[config.mk]
export PLATFORM = sky130hd
export DESIGN_NAME = dcache_wb_ctrl
export DESIGN_NICKNAME = d
export VERILOG_FILES = /design/src/rtl/dcache_wb_ctrl_pkg.sv /design/src/rtl/dcache_data_array.sv /design/src/rtl/dcache_wb_ctrl.sv
export SDC_FILE = /design/constraint.sdc
export NUM_CORES = 2
export LEC_CHECK = 0
export BUFFER_PORTS_ARGS = -buffer_cell sky130_fd_sc_hd__buf_2
export CAP_MARGIN = 10
export CORE_UTILIZATION = 65
export CTS_CLUSTER_SIZE = 30
export DETAILED_ROUTE_END_ITERATION = 6
export PLACE_DENSITY = 0.81
export SYNTH_ARGS = -nofsm -noshare
export SYNTH_HDL_FRONTEND = slang
export SYNTH_HIERARCHICAL = 1
export SYNTH_SLANG_ARGS = --single-unit
[constraint.sdc]
create_clock -name clk -period 13.4 [get_ports clk]
set_input_delay 2.68 -clock clk [delete_from_list [all_inputs] [get_ports clk]]
set_output_delay 2.68 -clock clk [all_outputs]
set_load 0.005 [all_outputs]
[src/rtl/dcache_wb_ctrl_pkg.sv]
// Shared types and default geometry for the write-back data cache controller.
// The address split widths are derived from the default geometry.
package dcache_wb_ctrl_pkg;

  localparam int DC_ADDR_W = 13;
  localparam int DC_DATA_W = 16;
  localparam int DC_SETS   = 32;
  localparam int DC_WORDS  = 4;

  localparam int OFF_W = $clog2(DC_WORDS);
  localparam int IDX_W = $clog2(DC_SETS);
  localparam int TAG_W = DC_ADDR_W - IDX_W - OFF_W;

  typedef enum logic [1:0] {
    IDLE = 2'b00,
    WB   = 2'b01,
    FILL = 2'b10,
    DONE = 2'b11
  } dc_state_t;

endpackage

[src/rtl/dcache_data_array.sv]
// Cache data storage: one write port and one asynchronous read port.
// Word-addressed by {idx, off}.
module dcache_data_array
  import dcache_wb_ctrl_pkg::*;
#(
  parameter int DATA_W = DC_DATA_W,
  parameter int AW     = IDX_W + OFF_W
) (
  input  logic              clk,
  input  logic              we,
  input  logic [AW-1:0]     waddr,
  input  logic [DATA_W-1:0] wdata,
  input  logic [AW-1:0]     raddr,
  output logic [DATA_W-1:0] rdata
);

  logic [DATA_W-1:0] mem [1 << AW];

  // NOTE: the data storage has no reset; valid bits gate every use of it,
  // and leaving it unreset lets synthesis map it onto plain RAM.
  always_ff @(posedge clk) begin
    if (we) mem[waddr] <= wdata;
  end

  assign rdata = mem[raddr];

endmodule

[src/rtl/dcache_wb_ctrl.sv]
// Direct-mapped write-back data cache: hit path, dirty-victim write-back,
// multi-beat line fill and a snoop lookup/invalidate port.
module dcache_wb_ctrl
  import dcache_wb_ctrl_pkg::*;
#(
  parameter int ADDR_W = DC_ADDR_W,
  parameter int DATA_W = DC_DATA_W,
  parameter int SETS   = DC_SETS,
  parameter int WORDS  = DC_WORDS
) (
  input  logic              clk,
  input  logic              rst_n,
  input  logic              cpu_re,
  input  logic              cpu_we,
  input  logic [ADDR_W-1:0] cpu_addr,
  input  logic [DATA_W-1:0] cpu_wdata,
  output logic [DATA_W-1:0] cpu_rdata,
  output logic              d_rdy,
  output logic              read_miss,
  output logic              write_miss,
  output logic [1:0]        miss_state,
  output logic              mem_req,
  output logic              mem_we,
  output logic [ADDR_W-1:0] mem_addr,
  output logic [DATA_W-1:0] mem_wdata,
  input  logic [DATA_W-1:0] mem_rdata,
  input  logic              mem_ack,
  input  logic              snoop_vld,
  input  logic [ADDR_W-1:0] snoop_addr,
  input  logic              snoop_inv,
  output logic              snoop_hit,
  output logic              snoop_dirty
);

  localparam int OFF_BITS = $clog2(WORDS);
  localparam int IDX_BITS = $clog2(SETS);
  localparam int TAG_BITS = ADDR_W - IDX_BITS - OFF_BITS;
  localparam int LINE_AW  = IDX_BITS + OFF_BITS;
  localparam logic [OFF_BITS-1:0] LAST_BEAT = OFF_BITS'(WORDS - 1);
  localparam logic [OFF_BITS-1:0] BEAT_ZERO = '0;

  dc_state_t           state;
  logic [OFF_BITS-1:0] beat;
  logic [OFF_BITS-1:0] next_beat;
  logic                fill_killed;

  logic [TAG_BITS-1:0] tag_q [SETS];
  logic [SETS-1:0]     valid_q;
  logic [SETS-1:0]     dirty_q;

  logic [OFF_BITS-1:0] cpu_off;
  logic [IDX_BITS-1:0] cpu_idx;
  logic [TAG_BITS-1:0] cpu_tag;
  logic [IDX_BITS-1:0] snp_idx;
  logic [TAG_BITS-1:0] snp_tag;

  assign cpu_off = cpu_addr[OFF_BITS-1:0];
  assign cpu_idx = cpu_addr[LINE_AW-1:OFF_BITS];
  assign cpu_tag = cpu_addr[ADDR_W-1:LINE_AW];
  assign snp_idx = snoop_addr[LINE_AW-1:OFF_BITS];
  assign snp_tag = snoop_addr[ADDR_W-1:LINE_AW];

  logic cpu_req, line_hit, victim_dirty;
  logic snoop_kill, snoop_kill_set, cpu_hit;
  logic beat_ack, last_ack, miss_start, fill_start, fill_done, fill_snooped;

  assign cpu_req      = cpu_re | cpu_we;
  assign line_hit     = valid_q[cpu_idx] && (tag_q[cpu_idx] == cpu_tag);
  assign victim_dirty = valid_q[cpu_idx] && dirty_q[cpu_idx];

  assign snoop_hit      = valid_q[snp_idx] && (tag_q[snp_idx] == snp_tag);
  assign snoop_dirty    = snoop_hit && dirty_q[snp_idx];
  assign snoop_kill     = snoop_vld && snoop_inv && snoop_hit;
  // An invalidate on the CPU's set wins; the CPU simply retries next cycle.
  assign snoop_kill_set = snoop_kill && (snp_idx == cpu_idx);

  assign cpu_hit = cpu_req && line_hit && !snoop_kill_set;
  assign d_rdy   = ((state == IDLE) || (state == DONE)) && cpu_hit;

  assign beat_ack   = mem_req && mem_ack;
  assign last_ack   = beat_ack && (beat == LAST_BEAT);
  assign next_beat  = beat + OFF_BITS'(1);
  assign miss_start = (state == IDLE) && cpu_req && !line_hit && !snoop_kill_set;
  assign fill_start = (miss_start && !victim_dirty) || ((state == WB) && last_ack);
  assign fill_done  = (state == FILL) && last_ack;
  // The in-flight line is invalid, so the ordinary snoop lookup cannot see it.
  assign fill_snooped = (state == FILL) && snoop_vld && snoop_inv &&
                        (snp_idx == cpu_idx) && (snp_tag == cpu_tag);

  logic                arr_we;
  logic [LINE_AW-1:0]  arr_waddr, arr_raddr;
  logic [DATA_W-1:0]   arr_wdata, arr_rdata;

  assign arr_we    = ((state == FILL) && beat_ack) || (d_rdy && cpu_we);
  assign arr_waddr = (state == FILL) ? {cpu_idx, beat} : {cpu_idx, cpu_off};
  assign arr_wdata = (state == FILL) ? mem_rdata : cpu_wdata;
  assign arr_raddr = (state == WB)   ? {cpu_idx, beat} : {cpu_idx, cpu_off};

  dcache_data_array #(
    .DATA_W (DATA_W),
    .AW     (LINE_AW)
  ) u_data (
    .clk   (clk),
    .we    (arr_we),
    .waddr (arr_waddr),
    .wdata (arr_wdata),
    .raddr (arr_raddr),
    .rdata (arr_rdata)
  );

  assign cpu_rdata  = arr_rdata;
  assign mem_wdata  = (state == WB) ? arr_rdata : '0;
  assign miss_state = state;

  // Snoop clears are placed last so they override same-edge FSM updates.
  always_ff @(posedge clk or negedge rst_n) begin
    if (!rst_n) begin
      valid_q <= '0;
      dirty_q <= '0;
    end else begin
      if (d_rdy && cpu_we) dirty_q[cpu_idx] <= 1'b1;
      if ((state == WB) && last_ack) dirty_q[cpu_idx] <= 1'b0;
      if (fill_start) valid_q[cpu_idx] <= 1'b0;
      if (fill_done) begin
        valid_q[cpu_idx] <= !(fill_killed || fill_snooped);
        dirty_q[cpu_idx] <= 1'b0;
      end
      if (snoop_kill) begin
        valid_q[snp_idx] <= 1'b0;
        dirty_q[snp_idx] <= 1'b0;
      end
    end
  end

  always_ff @(posedge clk) begin
    if (fill_done) tag_q[cpu_idx] <= cpu_tag;
  end

  // NOTE: every register here uses non-blocking assignment so all state
  // updates see the pre-edge values, independent of statement order.
  always_ff @(posedge clk or negedge rst_n) begin
    if (!rst_n) begin
      state       <= IDLE;
      beat        <= '0;
      fill_killed <= 1'b0;
      mem_req     <= 1'b0;
      mem_we      <= 1'b0;
      mem_addr    <= '0;
      read_miss   <= 1'b0;
      write_miss  <= 1'b0;
    end else begin
      unique case (state)
        IDLE: begin
          if (miss_start) begin
            beat        <= '0;
            fill_killed <= 1'b0;
            mem_req     <= 1'b1;
            read_miss   <= cpu_re;
            write_miss  <= cpu_we;
            if (victim_dirty) begin
              state    <= WB;
              mem_we   <= 1'b1;
              mem_addr <= {tag_q[cpu_idx], cpu_idx, BEAT_ZERO};
            end else begin
              state    <= FILL;
              mem_we   <= 1'b0;
              mem_addr <= {cpu_tag, cpu_idx, BEAT_ZERO};
            end
          end
        end
        WB: begin
          if (beat_ack) begin
            if (beat == LAST_BEAT) begin
              state    <= FILL;
              beat     <= '0;
              mem_we   <= 1'b0;
              mem_addr <= {cpu_tag, cpu_idx, BEAT_ZERO};
            end else begin
              beat     <= next_beat;
              mem_addr <= {tag_q[cpu_idx], cpu_idx, next_beat};
            end
          end
        end
        FILL: begin
          if (fill_snooped) fill_killed <= 1'b1;
          if (beat_ack) begin
            if (beat == LAST_BEAT) begin
              state   <= DONE;
              beat    <= '0;
              mem_req <= 1'b0;
            end else begin
              beat     <= next_beat;
              mem_addr <= {cpu_tag, cpu_idx, next_beat};
            end
          end
        end
        DONE: begin
          state       <= IDLE;
          fill_killed <= 1'b0;
          read_miss   <= 1'b0;
          write_miss  <= 1'b0;
        end
      endcase
    end
  end

  // The CPU must hold its request for the whole miss.
  a_req_held: assert property (@(posedge clk) disable iff (!rst_n)
                               (state != IDLE) |-> cpu_req);

endmodule
After elaboration in Yosys (flattened, before gate mapping):

Memory sizes are Yosys's and may differ from the RTL's.
Cells that the tools add are included.

* bits in registers: 86
* bits in writable memories: 2240
* bits of input ports: 65
* word-level logic and storage cells: 151
* memories: 2

* $add $sub $neg: 1
* $lt $le $gt $ge: 4
* equal/unequal tests: 16
* multiplexer cells: 60
* bitwise gates (word level): 9
* reductions and logical operators: 49

Memories
* u_data.mem: words 128, width 16, read ports 1, clocked after memory_dff 0, write ports 1, RTL line dcache_data_array.sv:17 `logic [DATA_W-1:0] mem [1 << AW];`
* tag_q: words 32, width 6, read ports 2, clocked after memory_dff 0, write ports 1, RTL line dcache_wb_ctrl.sv:47 `logic [TAG_BITS-1:0] tag_q [SETS];`

Operators by type and width (number)
* $mux 32: 7
* $and 32x32->32: 5
* $mux 13: 6
* $not 32->32: 2
* $pmux 13 s3: 1
* $bwmux 32: 1
* $mux 16: 2
* $or 32x32->32: 1
* $logic_and 1x1->1: 26
* $mux 2: 11
* $bmux 1 s5: 4
* $mux 1: 19
* $eq 6x6->1: 3
* $lt 5x6->1 const B: 2
* $demux 1 s5: 2
* $ge 5x1->1 const B: 2
* $ne 2x2->1 const B: 5
* $reduce_and 5->1: 2
* $pmux 1 s2: 4
* $pmux 2 s4: 1
* $reduce_and 4->1: 2
* $reduce_bool 2->1: 4
* $eq 2x2->1 const B: 3
* $ne 2x1->1 const B: 3
* other kinds (13): 21

Logic depth before layout (Yosys ltp):

* depth after elaboration: 16
* gate-level depth with buffers: 18
* mapped depth without buffers: 11

Cells and area by module:

Netlist, hierarchy kept.

By module, submodules not included
* dcache_data_array: times used 1, cells an instance 3070, area each 78202.5 um2, sequential area each 61499.0 um2
* dcache_wb_ctrl: times used 1, cells an instance 1374, area each 15616.2 um2, sequential area each 7917.6 um2

Worst setup path before layout:

OpenSTA, ideal clock, no wires.

* path kind: input to output
* start point: in cpu_addr[0]
* end point: out mem_wdata[0]
* arrival time: 5371 ps
* path slack: 5349 ps
* cell stages on the path: 8
* buffers on the path: 2
* cells stage by stage: mux2_2 -> buf_2 -> buf_1 -> mux4_2 -> mux4_2 -> mux4_2 -> mux2_2 -> and2_1

* longest elaborated chain between the ends: 3

RTL lines
* from (decl): RTL line dcache_wb_ctrl.sv:15 `input logic [ADDR_W-1:0] cpu_addr,`
* $mux 2: RTL line dcache_wb_ctrl.sv:97 `assign arr_raddr = (state == WB) ? {cpu_idx, beat} : {cpu_idx, cpu_off};`
* $mem_v2 128x16
* net cpu_rdata[0]: RTL line dcache_wb_ctrl.sv:17 `output logic [DATA_W-1:0] cpu_rdata,`
* $mux 16: RTL line dcache_wb_ctrl.sv:112 `assign mem_wdata = (state == WB) ? arr_rdata : '0;`
* to (decl): RTL line dcache_wb_ctrl.sv:25 `output logic [DATA_W-1:0] mem_wdata,`

The timed path passes the listed nets, and every way through them passes these cells.

Final worst setup path:

* start point: in cpu_addr[3]
* end point: mem u_data/mem[110][10] (netlist name) (enable)

* longest elaborated chain between the ends: 10
* elaborated cells between the ends (all ways): 15

RTL lines
* $mem_v2 32x6 or $bmux 1 s5 (tied branches)
* $eq 6x6->1 or $mux 1 (tied branches): RTL line dcache_wb_ctrl.sv:68 `assign line_hit = valid_q[cpu_idx] && (tag_q[cpu_idx] == cpu_tag);`
* $logic_and 1x1->1: RTL line dcache_wb_ctrl.sv:68
* $logic_and 1x1->1: RTL line dcache_wb_ctrl.sv:77 `assign cpu_hit = cpu_req && line_hit && !snoop_kill_set;`
* $logic_and 1x1->1 (*): RTL line dcache_wb_ctrl.sv:77
* $logic_and 1x1->1 (*): RTL line dcache_wb_ctrl.sv:78 `assign d_rdy = ((state == IDLE) || (state == DONE)) && cpu_hit;`
* $logic_and 1x1->1 (*): RTL line dcache_wb_ctrl.sv:94 `assign arr_we = ((state == FILL) && beat_ack) || (d_rdy && cpu_we);`
* $logic_or 1x1->1 (*): RTL line dcache_wb_ctrl.sv:94
* net arr_we: RTL line dcache_wb_ctrl.sv:90 `logic arr_we;`
* $mux 1 (*): RTL line dcache_data_array.sv:22 `if (we) mem[waddr] <= wdata;`
* $mux 1 (implied by the code) (*): RTL line dcache_data_array.sv:22
* to (decl): RTL line dcache_data_array.sv:17

Mark *: on every way through the listed nets, which the timed path passes. The rest lies on a longest branch. The select of a mux whose other input is x is not followed.

==> impl_metrics.json <==
{
  "synth_seq_cells": 2326,
  "whs_ns": 0.507,
  "cts_sinks": 2326,
  "core_um2": 143000,
  "arrival_ns": 10.36,
  "antenna_found_initial": 22,
  "yosysTopAreaCell": "edfxtp_1",
  "wl_um": 262000,
  "fin_worst_skew_ns": 0.0419,
  "tritoncts": "done",
  "fin_cells": 6780,
  "synth_edf_count": 2240,
  "grt_max_degree": 165,
  "cts_buffer_depth": 3,
  "cts_made_buffers": 216,
  "placed_cells": 6370,
  "slew_headroom": 0.0815,
  "post-place-ws_ns": 3.22,
  "area_delta_synth_final_pct": 11.2,
  "power.density_nw_per_um2": 143,
  "timing.fmax_mhz": 101,
  "finalNetCount": 4756,
  "startpoint_type": "primary input",
  "cts.reportedPaths.clkPinSlew_ns": 0.06,
  "start_util": 0.654,
  "grt_pass1_vias": 50300,
  "drt_first_pass_iters": 7,
  "drc": 1,
  "outcome": "finished with violations",
  "grt_use_total": 0.364,
  "synth_nets": 4514,
  "antenna_left": 0,
  "rsz0062_at_grt": "false",
  "cts_max_level": 4,
  "drtIter0Drc": 8640,
  "wl_per_cell_um": 38.6,
  "dieArea_um2": 146000,
  "fp.dieW_um": 382,
  "vias": 50600,
  "setup_violations": 0,
  "fin_crit_ns": 9.91,
  "ioPinCount": 119,
  "gp_congestion": 0.952,
  "cap_violations": 0,
  "synthCells": 4444,
  "slew_violations": 0,
  "final_area_um2": 104000,
  "p_leak_nw": 33.5,
  "fin_util": 0.727,
  "tns_ns": 0,
  "ir_drop_uv": 133,
  "grt_pass1_wl_um": 370000,
  "ctsHoldBuffers": 0,
  "synth_area_per_cell_um2": 21.1,
  "critical_path_peak_fanout": 104,
  "min_path_type": "flip-flop to flip-flop",
  "yosysWarnings": 6,
  "synth_top_cells_by_area": "edfxtp_1 (72%), mux4_2 (17%), mux2i_1 (2.4%)",
  "die_y_um": 382,
  "routed_via_density": 7.46,
  "fin_crit_sh": 0.739,
  "numPortBuffers": 116,
  "cts-root-buf": "clkbuf_16",
  "async_flop_share": 0.0370,
  "post-cts-setup-buffers": 0,
  "fin_total_pwr_mw": 14.9,
  "synth_ff_type": "edfxtp_1",
  "clock_latency_ns": 0.88,
  "synth_area_um2": 93800,
  "drive_above_1_share": 0.293,
  "criticalPathCategory": "primary input to flip-flop",
  "overflow": 0,
  "synth_top_area_share": 0.717,
  "endpoint_kind": "flip-flop",
  "hpwl_um": 138000,
  "cts_resized": 0,
  "critPathRequiredTime_ns": 13.85,
  "hold_viol_final": 0,
  "place_area_um2": 97300,
  "yosysSeqAreaShare": 0.740,
  "rows": 139,
  "ys_types": 66,
  "violations": "DRC",
  "tightest_slew_ns": 1.38,
  "setup_ws_ns": 3.49
}
## where the power goes
part | total (mW) | leakage, nW | switching (mW) | internal [mW]
sequential | 7.96 | 21.3 | 0.0000406 | 7.96
combinational | 0.792 | 8.78 | 0.497 | 0.295
clock | 6.15 | 3.43 | 2.76 | 3.39
total | 14.9 | 33.5 | 3.26 | 11.7
## placed cells by master, fill, tap and decap left out, types with 7 or more instances in the layout
cell type and n:
nor2b_1 13, nor2_2 39, dfrtp_1 86, clkbuf_16 218
mux2_4 26, nand3_1 60, nor3_2 10, nor2_1 198
clkinv_2 55, o21ai_0 9, clkinv_1 42, or4_1 7
nor4_1 30, inv_1 11, xnor2_1 11, mux2_2 21
clkbuf_1 38, nor3_1 15, nand4bb_1 11, nand2_1 130
bufinv_16 18, clkbuf_8 10, a32oi_1 24, mux4_2 688
mux2i_1 225, buf_4 172, nand4b_1 7, or4b_1 8
and2_1 19, a211oi_1 25, a21oi_1 38, nand4_1 7
and3_1 11, nand2b_1 8, o22ai_1 120, clkinvlp_4 12
a31oi_1 14, buf_2 110, edfxtp_1 2240
## Yosys cell counts (all sizes together), types with 9 or more instances
library cell and n:
a211oi 25, a21oi 38, a31oi 15, a32oi 24, and2 19, and3 11, buf 143, clkbuf 126
dfrtp 86, edfxtp 2240, inv 11, mux2 49, mux2i 225, mux4 688, nand2 130, nand3 61
nand4 9, nand4bb 12, nor2 237, nor2b 13, nor3 25, nor4 33, o21ai 10, o22ai 120
xnor2 11
## kinds of logic after synthesis
kind of cell	share of synthesized area
xor+xnor	0.00112
mux	0.195
compound gates	0.0180
simple gates	0.0319
buf+inv	0.0129
flops	0.740
fa+ha+maj	0.000667
## cell type report
cell class | instances | area, µm²
multi-input combinational | 1838 | 23400
clock buffer | 265 | 5720
fill | 7709 | 39200
sequential | 2326 | 69400
timing repair buffer | 293 | 2030
antenna | 4 | 10.0
inverter | 11 | 41.3
clock inverter | 140 | 1260
tap | 1903 | 2380
## sequential cells by signal, summed over array words and instances (netlist names), 2 cells and up
signal,cells
mem_addr,13
tag_q,192
valid_q,32
u_data/mem,2048
miss_state,2
dirty_q,32
beat,2
## critical path: stages
cell and delay [ns]:
buf_8 0.60, buf_12 0.61, mux2i_1 0.48, o22ai_1 0.20
nor4_1 0.67, a21oi_1 0.15, nor4_1 0.36, nand4_2 0.32
nor4b_4 0.29, buf_4 0.47, o21bai_1 0.19, buf_4 0.24
nor2b_1 0.35, nand3_1 1.02, nor2_2 1.48
## layer usage
layer	part of all wire	wire (µm)	global-route usage
met1	0.33	86800	0.485
met2	0.49	128000	0.581
met3	0.12	32600	0.0823
met4	0.056	14600	0.168
met5	0.00066	173	0
## path summary, 6_finish.rpt
check | start | end | cells past startpoint | slack [ns]
max in group asynchronous | rst_n | mem_addr[1] | 2 | 10.43
min in group asynchronous | rst_n | valid_q[10] | 1 | 1.73
hold / removal | mem_addr[4] | mem_addr[4] | 1 | 0.51
hold reg to reg | mem_addr[4] | mem_addr[4] | 1 | 0.51
setup / recovery | cpu_addr[3] | u_data/mem[110][10] | 15 | 3.49
setup reg to reg | tag_q[15][3] | u_data/mem[110][10] | 13 | 6.43
Note: power is estimated with default switching activity, not from simulation.
